### src/rtl/cin_burst_gen_if.sv
// Request/status bundle between a burst requester and cin_burst_gen.
// The requester drives start/abort/length/period; the generator drives the
// strobe and its status.
interface cin_burst_gen_if #(
    parameter int CNT_W = 8,
    parameter int PER_W = 8
);
    logic             start;
    logic             abort;
    logic [CNT_W-1:0] burst_len;
    logic [PER_W-1:0] period;
    logic             cin;
    logic             busy;
    logic             done;
    logic [CNT_W-1:0] sent;

    modport master (
        output start, abort, burst_len, period,
        input  cin, busy, done, sent
    );

    modport slave (
        input  start, abort, burst_len, period,
        output cin, busy, done, sent
    );
endinterface

### src/rtl/cin_burst_gen.sv
// cin_burst_gen: issues a burst of N single-cycle strobes spaced P clocks
// apart on the counter enable. The first strobe rises on the same edge that
// accepts the start. busy/done/sent report progress.
module cin_burst_gen #(
    parameter int CNT_W = 8,
    parameter int PER_W = 8
) (
    input  logic           clock,
    input  logic           rst_n,
    cin_burst_gen_if.slave bus
);

    typedef enum logic [0:0] {
        ST_IDLE = 1'b0,
        ST_RUN  = 1'b1
    } state_t;

    state_t           state_q,  state_d;
    logic [PER_W-1:0] timer_q,  timer_d;
    logic [PER_W-1:0] period_q, period_d;
    logic [CNT_W-1:0] remain_q, remain_d;
    logic [CNT_W-1:0] sent_q,   sent_d;
    logic             cin_q,    cin_d;
    logic             busy_q,   busy_d;
    logic             done_q,   done_d;
    logic             strobe_due_s;
    logic             last_strobe_s;

    // Timer reload value Pe-1, where P=0 and P=1 both mean every clock.
    function automatic logic [PER_W-1:0] reload_val(input logic [PER_W-1:0] p);
        if (p == {PER_W{1'b0}}) begin
            reload_val = {PER_W{1'b0}};
        end else begin
            reload_val = p - PER_W'(1);
        end
    endfunction

    // Next-state, strobe and status decode.
    always_comb begin
        state_d       = state_q;
        timer_d       = timer_q;
        period_d      = period_q;
        remain_d      = remain_q;
        sent_d        = sent_q;
        cin_d         = 1'b0;
        busy_d        = busy_q;
        done_d        = 1'b0;
        strobe_due_s  = (timer_q == {PER_W{1'b0}}) && (remain_q != {CNT_W{1'b0}});
        last_strobe_s = strobe_due_s && (remain_q == CNT_W'(1));

        case (state_q)
            ST_IDLE: begin
                busy_d = 1'b0;
                if (bus.start) begin
                    period_d = bus.period;
                    timer_d  = reload_val(bus.period);
                    if (bus.burst_len != {CNT_W{1'b0}}) begin
                        // Strobe 0 goes out on the accepting edge.
                        state_d  = ST_RUN;
                        busy_d   = 1'b1;
                        cin_d    = 1'b1;
                        sent_d   = CNT_W'(1);
                        remain_d = bus.burst_len - CNT_W'(1);
                    end else begin
                        // Empty burst completes immediately.
                        sent_d   = {CNT_W{1'b0}};
                        remain_d = {CNT_W{1'b0}};
                        done_d   = 1'b1;
                    end
                end else begin
                    state_d = ST_IDLE;
                end
            end

            ST_RUN: begin
                if (bus.abort) begin
                    // Abort ends the burst without done; a final strobe
                    // falling on the same edge is still issued.
                    state_d  = ST_IDLE;
                    busy_d   = 1'b0;
                    timer_d  = {PER_W{1'b0}};
                    remain_d = {CNT_W{1'b0}};
                    if (last_strobe_s) begin
                        cin_d  = 1'b1;
                        sent_d = sent_q + CNT_W'(1);
                    end else begin
                        cin_d  = 1'b0;
                    end
                end else if (remain_q == {CNT_W{1'b0}}) begin
                    // Final strobe was issued on the previous edge.
                    state_d = ST_IDLE;
                    busy_d  = 1'b0;
                    done_d  = 1'b1;
                    timer_d = {PER_W{1'b0}};
                end else if (timer_q == {PER_W{1'b0}}) begin
                    cin_d    = 1'b1;
                    sent_d   = sent_q + CNT_W'(1);
                    remain_d = remain_q - CNT_W'(1);
                    timer_d  = reload_val(period_q);
                end else begin
                    timer_d  = timer_q - PER_W'(1);
                end
            end

            default: begin
                state_d  = ST_IDLE;
                busy_d   = 1'b0;
                timer_d  = {PER_W{1'b0}};
                remain_d = {CNT_W{1'b0}};
            end
        endcase
    end

    // State and output registers with synchronous active-low reset.
    always_ff @(posedge clock) begin
        if (!rst_n) begin
            state_q  <= ST_IDLE;
            timer_q  <= {PER_W{1'b0}};
            period_q <= {PER_W{1'b0}};
            remain_q <= {CNT_W{1'b0}};
            sent_q   <= {CNT_W{1'b0}};
            cin_q    <= 1'b0;
            busy_q   <= 1'b0;
            done_q   <= 1'b0;
        end else begin
            state_q  <= state_d;
            timer_q  <= timer_d;
            period_q <= period_d;
            remain_q <= remain_d;
            sent_q   <= sent_d;
            cin_q    <= cin_d;
            busy_q   <= busy_d;
            done_q   <= done_d;
        end
    end

    assign bus.cin  = cin_q;
    assign bus.busy = busy_q;
    assign bus.done = done_q;
    assign bus.sent = sent_q;

endmodule

### src/flat_wrapper.sv
// flat-port wrapper written by rule: the top's interface ports become plain ports
module cin_burst_gen_flat 
#(
    parameter int CNT_W = 8,
    parameter int PER_W = 8
)
  (clock, rst_n, bus_start, bus_abort, bus_burst_len, bus_period, bus_cin, bus_busy, bus_done, bus_sent);
  cin_burst_gen_if #(.CNT_W(CNT_W), .PER_W(PER_W)) bus_i ();
  input  logic clock;
  input  logic rst_n;
  input wire logic [$bits(bus_i.start)-1:0] bus_start;
  input wire logic [$bits(bus_i.abort)-1:0] bus_abort;
  input wire logic [$bits(bus_i.burst_len)-1:0] bus_burst_len;
  input wire logic [$bits(bus_i.period)-1:0] bus_period;
  output wire logic [$bits(bus_i.cin)-1:0] bus_cin;
  output wire logic [$bits(bus_i.busy)-1:0] bus_busy;
  output wire logic [$bits(bus_i.done)-1:0] bus_done;
  output wire logic [$bits(bus_i.sent)-1:0] bus_sent;
  assign bus_i.start = bus_start;
  assign bus_i.abort = bus_abort;
  assign bus_i.burst_len = bus_burst_len;
  assign bus_i.period = bus_period;
  assign bus_cin = bus_i.cin;
  assign bus_busy = bus_i.busy;
  assign bus_done = bus_i.done;
  assign bus_sent = bus_i.sent;
  cin_burst_gen #(.CNT_W(CNT_W), .PER_W(PER_W)) u_core (.clock(clock), .rst_n(rst_n), .bus(bus_i));
endmodule
### config.mk
export PLATFORM = sky130hd
export DESIGN_NAME = cin_burst_gen_flat
export DESIGN_NICKNAME = d
export VERILOG_FILES = /design/src/rtl/cin_burst_gen_if.sv /design/src/rtl/cin_burst_gen.sv /design/src/flat_wrapper.sv
export SDC_FILE = /design/constraint.sdc
export NUM_CORES = 1
export LEC_CHECK = 0
export ABC_AREA = 1
export BUFFER_PORTS_ARGS = -buffer_cell sky130_fd_sc_hd__buf_2
export CAP_MARGIN = 20
export CORE_MARGIN = 5
export CORE_UTILIZATION = 55
export CTS_CLUSTER_DIAMETER = 60
export DETAILED_ROUTE_END_ITERATION = 10
export PLACE_DENSITY = 0.75
export SETUP_SLACK_MARGIN = 0.15
export SLEW_MARGIN = 20
export SYNTH_ARGS = -nofsm -noshare
export SYNTH_HDL_FRONTEND = slang
export SYNTH_SLANG_ARGS = --single-unit
### constraint.sdc
create_clock -name clock -period 1.87 [get_ports clock]
set_input_delay 0.374 -clock clock [delete_from_list [all_inputs] [get_ports clock]]
set_output_delay 0.374 -clock clock [all_outputs]
set_load 0.01 [all_outputs]
# Yosys cells after proc, flatten, opt, wreduce, memory -nomap -nowiden
# Cells that the tools add are included.
# word_totals
ff_bits	36
output_inout_bits	11
elab_cells	70
# classes
n_addsub	6
eq_ne	6
mux	38
bitwise	1
reduce_logical	11
# ops
cell	count
8-bit 2-to-1 mux	16
8-bit case mux with 2 select lines	3
8-bit by 1-bit subtractor with 8-bit output (second input constant)	5
8-bit zero test	4
8-bit nonzero test	2
1-bit 2-to-1 mux	15
3-bit != test (second input constant)	4
8-bit by 1-bit adder with 8-bit output (second input constant)	1
8-bit by 1-bit equality test with 1-bit output (second input constant)	1
1-bit case mux with 2 select lines	4
4-bit AND reduction	1
3-bit AND reduction	1
1-bit logical AND	2
2-bit != test (second input constant)	1
2-bit AND reduction	1
1-bit inverter	1

# Logic depth before layout (Yosys ltp)
# Gate-level depths: netlist (run 1).
# depth
depth_word	6
depth_mapped	11
mapped_depth_nobuf	11

# Worst setup path before layout (run 1)
# Ideal clock, no wire load.
# synth_timing
path_type	register to register
start	register u_core.remain_q[0]
end	register u_core.sent_q[3], in the netlist u_core.bus.sent[3]
setup_ps	72
arrival_time_ps	1410
t_required_ps	1798
setup_slack_ps	388
stages_incl_launch_ff	11
path_buffers	1
period_less_slack_ps	1482
cell_sequence	dfxtp_1 > inv_1 > ha_1 > inv_1 > nor2_1 > nand2_1 > nand2_2 > a21oi_4 > buf_6 > nand3_1 > a21oi_1
# synth_between
elab_chain_len	5
# synth_lines
element	line	text
start: declaration	cin_burst_gen.sv:21	logic [CNT_W-1:0] remain_q, remain_d;
start signal: assignment	cin_burst_gen.sv:120	remain_q <= {CNT_W{1'b0}};
start signal: assignment	cin_burst_gen.sv:129	remain_q <= remain_d;
8-bit nonzero test	cin_burst_gen.sv:48	strobe_due_s = (timer_q == {PER_W{1'b0}}) && (remain_q != {CNT_W{1'b0}});
1-bit logical AND	cin_burst_gen.sv:48	
1-bit logical AND	cin_burst_gen.sv:49	last_strobe_s = strobe_due_s && (remain_q == CNT_W'(1));
3-bit != test (no source line)	-	
4-bit AND reduction (no source line) (*)	-	
end signal: assignment	cin_burst_gen.sv:121	sent_q <= {CNT_W{1'b0}};
end signal: assignment	cin_burst_gen.sv:130	sent_q <= sent_d;
end: declaration	cin_burst_gen.sv:22	logic [CNT_W-1:0] sent_q, sent_d;
# Every way passes the cells marked *; elsewhere a longest branch is shown, timed or not.
# A chain may end at the register's enable or synchronous reset.

# Worst setup path in the final report (run 1)
# layout_timing
start	register u_core.remain_q[1]
end	register u_core.sent_q[1], in the netlist u_core.bus.sent[1]
# The elaborated chain is that of the path after synthesis.

==> results of run 1 <==
==> final cells by class <==
cell class                 instances  area (um^2)  area share [%]
clock inverter                     3         18.8           0.644
inverter                          62          233            7.98
multi-input combinational        315         1580            54.3
sequential                        36          722            24.8
timing repair buffer              40          225            7.73
clock buffer                       5         68.8            2.36
tap                               52         65.1            2.23
==> synthesized netlist by cell type, types with 2 or more instances <==
library cell	instances	area, um^2
nand2_2	3	18.8
nor2_2	4	25.0
nor2_1	54	203
dfxtp_1	36	721
nand3_1	39	195
inv_1	58	218
clkbuf_1	4	15.0
inv_2	3	11.3
ha_1	11	138
a21oi_1	34	170
xor2_1	10	87.6
nor3_1	8	40.0
a31oi_1	2	12.5
nand4_1	7	43.8
buf_2	2	10.0
o21ai_0	44	220
nand2_1	89	334
o22ai_1	2	12.5
==> critical path, delay by kind of cell, from the launching register on <==
| kind | cells | cell delay, ps |
|---|---|---|
| simple gates | 4 | 360 |
| buf+inv | 3 | 340 |
| fa+ha+maj | 1 | 180 |
| flops | 1 | 360 |
| compound gates | 2 | 270 |
==> stage by stage <==
| stage | hold WS (ps) | area, um^2 | total power (uW) | util (%) | instances |
|---|---|---|---|---|---|
| finish | 385 | 2920 | 2070 | 65.6 | 513 |
| global route | 418 | 2920 | 2220 | 65.6 | 513 |
| CTS | 376 | 2900 | 2070 | 65.3 | 513 |
| detailed placement | 470 | 2810 | 1510 | 63.3 | 505 |
| global placement | 476 | 2810 | 1500 | 63.3 | 505 |
| floorplan | 471 | 2560 | 1330 | - | 421 |
==> flip-flops by register name, summed over array words and instances, names as in the netlist <==
signal	flops
u_core.remain_q	8
u_core.bus.cin	1
u_core.state_q	1
u_core.timer_q	8
u_core.bus.done	1
u_core.bus.busy	1
u_core.period_q	8
u_core.bus.sent	8
==> power breakdown <==
group	switching [uW]	internal, uW
logic	390	225
registers	59.3	828
clock network	304	260
total	754	1310
==> how the worst max path moves through the flow <==
stage	startpoint	endpoint	slack, ps	cells past startpoint
after floorplan	u_core.remain_q[0]$_SDFFE_PN0P_	u_core.bus.sent[3]$_SDFFE_PN0P_	390	10
after global placement	bus_burst_len[0]	u_core.bus.busy$_SDFFE_PN0P_	170	9
after detailed placement	bus_burst_len[0]	u_core.bus.busy$_SDFFE_PN0P_	70	9
after CTS	u_core.remain_q[1]$_SDFFE_PN0P_	u_core.bus.sent[6]$_SDFFE_PN0P_	200	10
after global routing	u_core.remain_q[1]$_SDFFE_PN0P_	u_core.remain_q[5]$_SDFFE_PN0P_	150	10
final	u_core.remain_q[1]$_SDFFE_PN0P_	u_core.bus.sent[1]$_SDFFE_PN0P_	290	10
==> cells by family after synthesis <==
logic type	count (synthesis)	share of synthesized area, %
adders and majority gates	11	5.37
xor gates and xnor gates	10	3.42
buffers and inverters	70	10.6
and+or+nand+nor	208	34.7
AOI/OAI and AO/OA	86	17.7
DFF	36	28.1
==> metal layers <==
layer	vias up	global-route usage, %	part of all wire [%]
met3	8	4.35	3.6
li1	1440	-	-
met1	1253	25.6	47
met2	51	37.1	48
met5	-	0	0
met4	0	8.39	1.6
==> flow_summary_export.csv, run 1 <==
group,metric,value,unit
worst_setup_path,max_stage_delay,360,ps
sta,setup_viol,0,
layout,final_cell_mix,"nand2_1 (88), inv_1 (58), nor2_1 (54)",
flow_run,max_cap_violations,0,
placement,gp_congestion,0.929,
clocking,cts_tree,"done",
die,fp.dieH,78.3,um
worst_setup_path,cp-start-kind,"flip-flop",
die,die_x,78.3,um
sta,slew_viol_final,0,
layout,diodes,0,
yosys,async_flop_share,0,%
worst_setup_path,cp_cell_sequence,"inv_1 > ha_1 > inv_1 > nor2_1 > nand2_1 > nand2_2 > a21oi_4 > buf_4 > nand3_1 > a21oi_1",
clocking,cts-buffers-inserted,5,
worst_setup_path,cp_max_fo,11,
global_routing,grt_pass1_wl,10800,um
status,outcome,"finished clean",
yosys,synth_cell_types,29,
clocking,clockBufferDepth,2,
worst_hold_path,whs_endpoint,"u_core.period_q[7]$_SDFFE_PN0P_",
sta,fin_setup_tns,0,ps
placement,dp_slack,66.9,ps
layout,fin_nets,491,
power_and_ir_drop,vdd_ir_drop_max,0.000495,V
routing,wl_per_cell,12.5,um
worst_setup_path,critPathKind,"reg -> reg",
worst_hold_path,hold_path_startpoint,"bus_period[7]",
sta,min_period_over_period,84.3,%
global_routing,antenna_found_initial,0,
sta,fmax,634,MHz
worst_setup_path,reg2reg_to,"u_core.bus.sent[1]$_SDFFE_PN0P_",
worst_setup_path,rr_startpoint,"u_core.remain_q[1]$_SDFFE_PN0P_",
yosys,ys_warn_count,0,
clocking,cts-root-buf,"clkbuf_8",
sta,fin_worst_skew,11.1,ps
clocking,post-cts-setup-buffers,0,
yosys,syn_nets,452,
sta,period_needed,1580,ps
global_routing,overflow,0,
clocking,htreeDepth,2,
sta,final_hold_viol_count,0,
clocking,postCtsHoldBufs,0,
global_routing,track_usage,21.2,%
worst_setup_path,r2r_slack,290,ps
routing,via_per_inst,5.36,
die,rows,24,
sta,max_slew.worst_pin.slew,419,ps
layout,syn2layout_area_growth,13.7,%
power_and_ir_drop,power_density,709,nW/um^2
clocking,ctsResizeCount,0,
die,core,4440,um^2
worst_setup_path,critPathSlowestCell,"dfxtp_2",
yosys,ys_ff_latch,36,
layout,drive_gt1_share,14.1,%
sta,slew_headroom,71.8,%
die,die-area,6130,um^2
worst_setup_path,cp_common_cell,"inv_1",
placement,io_buffers,30,
yosys,ys_seq_area_share,28.1,%
routing,wl,6390,um
yosys,synth_edf_count,0,
layout,final_common_cell,"nand2_1",
clocking,cts.sinks,36,
routing,drc,0,
power_and_ir_drop,p_leak,0.00141,uW
die,ios,31,
routing,drt_iter0_drc,163,
global_routing,grt_pass1_vias,2572,
worst_hold_path,whs_path_depth,3,
routing,vias,2752,
clocking,clk_latency,290,ps
yosys,syn_inst,421,
worst_setup_path,reg2regPathDepth,10,
placement,dp_hpwl,4830,um
sta,worst_slack,293,ps
sta,grt_setup_unrepaired,"false",
die,initial_core_util,57.7,%
routing,firstDrtPassIters,5,
yosys,synth.avg_cell_area,6.09,um^2
routing,postRouteAntennaNets,0,
clocking,clk_pin_slew,90,ps
worst_hold_path,hp-class,"in -> reg",
worst_setup_path,crit_arrival,1800,ps
global_routing,grt_max_degree,26,
layout,fillCellCount,422,
yosys,synth_top_flop_cell,"dfxtp_1",
worst_setup_path,cp-end-kind,"flip-flop",
worst_setup_path,cp.required,2090,ps
yosys,syn-cell-area,2560,um^2
No activity file was read; power rests on OpenSTA's default activity.
==> run 2, diff against run 1 <==
Settings changed: CORE_UTILIZATION 55 to 53, PLACE_DENSITY 0.75 to 0.76.
Clock period 1.87 ns to 1.4 ns, I/O delays scaled along.
==> run 2 against run 1 <==
Compared with the run above: the flow now finishes with violations (negative setup slack); die area up 3.3%; fmax up 1.7%; first-iteration DRC count increased by 41%; flip-flop and latch count is the same; routed wire length rose by 33%; worst hold slack worse by 93 ps; register-to-register slack got worse by 440 ps; utilization grew 15 points; critical path depth shrank 1; final area increased by 31%; count of clock-buffer cells in the layout up 1; clock skew is 3.6 ps lower; critical path type unchanged; critical endpoint unchanged; largest cell class unchanged.
==> flow_summary_export.csv, run 2 (synthesis gave the netlist of run 1 again) <==
group,metric,value,unit
routing,wl,8490,um
power_and_ir_drop,p_switching,1270,uW
sta,final_hold_viol_count,0,
worst_setup_path,cp.required,1640,ps
sta,period_needed,1550,ps
placement,gp_congestion,0.908,
sta,fin_setup_tns,-2200,ps
layout,fin_nets,560,
sta,min_period_over_period,111,%
worst_setup_path,r2r_slack,-150,ps
worst_hold_path,hp-class,"in -> reg",
placement,io_buffers,30,
clocking,clk_pin_slew,80,ps
placement,dp.cells,576,
global_routing,grt_max_degree,19,
layout,fillCellCount,320,
sta,slew_headroom,78.9,%
worst_setup_path,cp-startpoint,"u_core.timer_q[0]$_SDFFE_PN0P_",
global_routing,grt_pass1_wl,13200,um
routing,postRouteAntennaNets,0,
status,outcome,"complete, but fails checks",
sta,setup_viol,22,
global_routing,antenna_found_initial,0,
layout,syn2layout_area_growth,49.3,%
worst_setup_path,critPathKind,"reg -> reg",
power_and_ir_drop,clockPowerShare,23.5,%
layout,diodes,0,
die,ios,31,
worst_setup_path,rr_startpoint,"u_core.timer_q[0]$_SDFFE_PN0P_",
worst_setup_path,crit_arrival,1790,ps
routing,firstDrtPassIters,6,
clocking,cts-buffers-inserted,5,
power_and_ir_drop,vdd_ir_drop_max,0.000764,V
die,die_x,79.6,um
die,initial_core_util,54.3,%
layout,final_common_cell,"nand2_1",
sta,max_slew.worst_pin.slew,313,ps
power_and_ir_drop,p_leak,0.00183,uW
die,core,4720,um^2
placement,dp_hpwl,5480,um
power_and_ir_drop,power_density,889,nW/um^2
layout,layout.cells.non_filler,597,
clocking,cts-root-buf,"clkbuf_8",
routing,wl_per_cell,14.2,um
power_and_ir_drop,internal_power,2130,uW
worst_setup_path,endpoint,"u_core.bus.sent[1]$_SDFFE_PN0P_",
routing,via_per_inst,5.40,
clocking,cts_tree,"done",
layout,final_cell_mix,"nand2_1 (76), buf_4 (73), nor2_1 (49)",
status,violations,"negative setup slack",
clocking,clk_latency,300,ps
routing,drc,0,
worst_setup_path,cp_max_fo,17,
clocking,htreeDepth,2,
power_and_ir_drop,p_total,3400,uW
worst_setup_path,cp-start-kind,"flip-flop",
worst_setup_path,cp-end-kind,"flip-flop",
sta,worst_slack,-151,ps
flow_run,max_cap_violations,0,
sta,fin_worst_skew,7.43,ps
die,die-area,6330,um^2
layout,final_area,3830,um^2
power_and_ir_drop,seq_power_share,34.6,%
routing,vias,3224,
global_routing,grt_pass1_vias,2983,
placement,postPlaceCellArea,3350,um^2
worst_setup_path,reg2reg_to,"u_core.bus.sent[1]$_SDFFE_PN0P_",
sta,slew_viol_final,0,
clocking,cts.sinks,36,
layout,drive_gt1_share,39.1,%
die,rows,25,
die,fp.dieH,79.6,um
clocking,clockBufferDepth,2,
global_routing,track_usage,26.1,%
global_routing,overflow,0,
sta,fmax,645,MHz
sta,grt_setup_unrepaired,"true",
routing,drt_iter0_drc,230,
power_and_ir_drop,switching_share,37.4,%
worst_setup_path,reg2regPathDepth,9,
power_and_ir_drop,combinationalPowerShare,41.9,%
==> run 2: worst min path at each step <==
stage | depth (start not counted) | slack, ps | from | to
6_report | 3 | 290 | bus_period[7] | u_core.period_q[7]$_SDFFE_PN0P_
5_1_grt | 3 | 330 | bus_period[7] | u_core.period_q[7]$_SDFFE_PN0P_
4_1_cts | 3 | 280 | bus_period[0] | u_core.period_q[0]$_SDFFE_PN0P_
3_5_place_dp | 1 | 450 | u_core.bus.busy$_SDFFE_PN0P_ | u_core.bus.busy$_SDFFE_PN0P_
3_3_place_gp | 1 | 440 | u_core.bus.busy$_SDFFE_PN0P_ | u_core.bus.busy$_SDFFE_PN0P_
2_1_floorplan | 2 | 420 | rst_n | u_core.timer_q[2]$_SDFFE_PN0P_
==> run 2: per-layer routing <==
layer | part of all wire, % | routed length, um | global-route usage (%)
met3 | 6.8 | 576 | 4.51
met1 | 42 | 3530 | 32.7
met5 | 0 | 0 | 0
met4 | 2.7 | 225 | 10.5
met2 | 49 | 4150 | 44.1
==> run 2: per-stage QoR <==
stage / setup WS, ps / hold slack, ps / util (%)
finish: -151 / 291 / 81.1
floorplan: 5.37 / 418 / -
global placement: -70.6 / 444 / 70.9
CTS: -48.3 / 280 / 76.7
global route: -247 / 331 / 81.1
detailed placement: -166 / 452 / 70.9
==> run 2: area by class of cell <==
class	instances	area (um^2)	area share (%)
repair buffers	109	783	20.5
multi-input cells	315	1890	49.5
inverters	62	241	6.31
flip-flops and latches	36	733	19.2
clock inverters	2	10.0	0.261
clock buffers	6	82.6	2.16
well taps	67	83.8	2.19
==> run 2: timing repair <==
| item | in CTS | in global routing |
|---|---|---|
| pin swaps | 14 | 21 |
| resized for setup | 50 | 42 |
| setup buffers | 6 | 7 |
| setup endpoints to repair | 33 | 35 |
| hold buffers | 0 | 0 |
==> run 2: power groups by stage <==
stage          Clock (uW)  Combinational, uW  Sequential, uW
5_1_grt               854               1550            1190
2_1_floorplan           0                616            1190
3_5_place_dp            0               1070            1190
6_report              799               1430            1180
4_1_cts               797               1220            1170
3_3_place_gp            0               1050            1180
==> run 2: worst max-delay path: stages, from the launching register on <==
cell,delay [ps]
dfxtp_2,330
inv_2,80
ha_4,160
nand2_4,70
nor2_4,180
nand2_4,90
a21oi_4,170
buf_12,160
nand3_1,100
a21oi_2,140
==> run 3, diff against run 2 <==
Settings changed: GPL_ROUTABILITY_DRIVEN from default to 0, SETUP_SLACK_MARGIN 0.15 to default.
==> run 3 against run 2 <==
Compared with the run above: the run still ends with negative setup slack left; sequential power barely moved; worst hold slack improved by 2.3 ps; cell count fell by 1.3%; combinational power fell by 6%; final area fell by 0.88%; power rose by 2.5%; critical path type unchanged; clock power rose by 19%; sequential share of layout area rose by 0.24 points.
==> flow_summary_export.csv, run 3 (synthesis gave the netlist of run 1 again) <==
group,metric,value,unit
sta,fin_setup_tns,-1430,ps
routing,drt_iter0_drc,211,
clocking,cts-buffers-inserted,5,
clocking,cts_tree,"done",
power_and_ir_drop,p_leak,0.00179,uW
global_routing,top_usage_layer,"met2",
status,outcome,"complete, but fails checks",
global_routing,grt_use_met2,41.1,%
sta,fin_worst_skew,8.60,ps
routing,via_per_inst,5.24,
routing,firstDrtPassIters,5,
layout,final_area,3790,um^2
sta,worst_slack,-131,ps
global_routing,grt_pass1_wl,12300,um
flow_run,max_cap_violations,0,
worst_setup_path,cp.required,1620,ps
worst_setup_path,max_stage_delay,330,ps
routing,drc,0,
sta,hold-worst-slack,293,ps
global_routing,track_usage,23.9,%
power_and_ir_drop,p_total,3490,uW
die,die_x,79.6,um
worst_setup_path,r2r_slack,-130,ps
sta,final_hold_viol_count,0,
die,ios,31,
worst_hold_path,whs_endpoint,"u_core.period_q[1]$_SDFFE_PN0P_",
worst_hold_path,hold_path_startpoint,"bus_period[1]",
layout,final_cell_mix,"nand2_1 (76), buf_4 (63), inv_1 (48)",
layout,drive_gt1_share,38.7,%
die,initial_core_util,54.3,%
clocking,clk_pin_slew,80,ps
worst_setup_path,crit_arrival,1750,ps
clocking,clockBufferDepth,2,
sta,period_needed,1530,ps
worst_setup_path,critPathKind,"reg -> reg",
worst_setup_path,reg2regPathDepth,10,
sta,slew_viol_final,0,
placement,dp_slack,-132,ps
worst_setup_path,cp_cell_sequence,"inv_2 > buf_6 > ha_4 > nand2_2 > nor2_2 > nand3_2 > nand2_4 > clkbuf_16 > nand3_2 > a21oi_2",
worst_setup_path,cp_common_cell,"nand3_2",
worst_setup_path,critPathSlowestCell,"dfxtp_2",
sta,fmax,653,MHz
sta,setup_viol,21,
worst_setup_path,rr_startpoint,"u_core.remain_q[1]$_SDFFE_PN0P_",
global_routing,use_met3,4.18,%
worst_hold_path,whs_path_depth,3,
layout,fin_nets,552,
layout,final_common_cell,"nand2_1",
die,fp.dieH,79.6,um
routing,wl_per_cell,13.6,um
clocking,cts-root-buf,"clkbuf_8",
routing,wl,8000,um
global_routing,grt_max_degree,18,
clocking,clk_latency,300,ps
global_routing,overflow,0,
die,rows,25,
placement,io_buffers,30,
worst_setup_path,cp-end-kind,"flip-flop",
power_and_ir_drop,power_density,919,nW/um^2
routing,vias,3089,
worst_setup_path,cp_max_fo,4,
die,core,4720,um^2
clocking,htreeDepth,2,
sta,max_slew.worst_pin.slew,354,ps
worst_setup_path,cp-startpoint,"u_core.remain_q[1]$_SDFFE_PN0P_",
global_routing,antenna_found_initial,0,
power_and_ir_drop,vdd_ir_drop_max,0.000665,V
placement,dp_hpwl,5470,um
placement,postPlaceCellArea,3290,um^2
worst_setup_path,cp-start-kind,"flip-flop",
clocking,cts.sinks,36,
status,violations,"negative setup slack",
clocking,postCtsHoldBufs,0,
global_routing,use_met1,30.0,%
worst_hold_path,hp-class,"in -> reg",
layout,syn2layout_area_growth,48.0,%
routing,postRouteAntennaNets,0,
global_routing,grt_pass1_vias,2830,
layout,diodes,0,
sta,slew_headroom,76.3,%
sta,min_period_over_period,109,%
sta,grt_setup_unrepaired,"true",
die,die-area,6330,um^2
worst_setup_path,reg2reg_to,"u_core.bus.sent[3]$_SDFFE_PN0P_",
==> run 3: cell count changes in the layout (fill, tap and decap cells not counted), sizes merged <==
cell	change
buf	-9
bufinv	+1
clkinv	-1
clkinvlp	+1
==> run 3: report_power, final <==
group / internal, uW / total, uW / switching [uW]
registers: 1110 / 1180 / 71.9
clock network: 528 / 952 / 424
logic: 601 / 1350 / 753
==> run 3: layout make-up <==
class,count,area [um^2]
clock buffer,5,68.8
sequential,36,736
multi-input combinational,315,1880
timing repair buffer,101,744
inverter,62,241
clock inverter,3,42.5
tap,67,83.8
fill,320,928
==> run 3: worst max path at each step <==
| stage | end | slack (ps) | depth (start not counted) |
|---|---|---|---|
| global route | u_core.bus.sent[3]$_SDFFE_PN0P_ | -200 | 10 |
| detailed placement | u_core.bus.busy$_SDFFE_PN0P_ | -130 | 10 |
| global placement | u_core.bus.busy$_SDFFE_PN0P_ | -110 | 10 |
| floorplan | u_core.bus.sent[3]$_SDFFE_PN0P_ | 0.2 | 10 |
| CTS | u_core.bus.sent[2]$_SDFFE_PN0P_ | -90 | 10 |
| finish | u_core.bus.sent[3]$_SDFFE_PN0P_ | -130 | 10 |
==> run 3: metrics by stage <==
stage               instances  utilization [%]
floorplan                 421                -
CTS                       582             74.2
global route              589             80.3
finish                    589             80.3
global placement          572             69.7
detailed placement        572             69.7
==> run 3: metal layers <==
layer | vias up | wire length [um] | part of all wire, %
met2 | 109 | 3940 | 49
li1 | 1561 | - | -
met5 | - | 0 | 0
met4 | 0 | 128 | 1.6
met3 | 13 | 427 | 5.3
met1 | 1406 | 3500 | 44
==> run 3: critical path, delay by kind of cell (launching register included) <==
family | cells | cell delay (ps)
simple gates | 5 | 520
flops | 1 | 330
fa+ha+maj | 1 | 120
compound gates | 1 | 130
buf+inv | 3 | 340
==> run 3: repair_timing <==
item                       4_1_cts  5_1_grt
gates cloned                     0        1
setup endpoints to repair       20       35
setup buffers                    2        6
pin swaps                       10       27
gates resized for setup         36       66
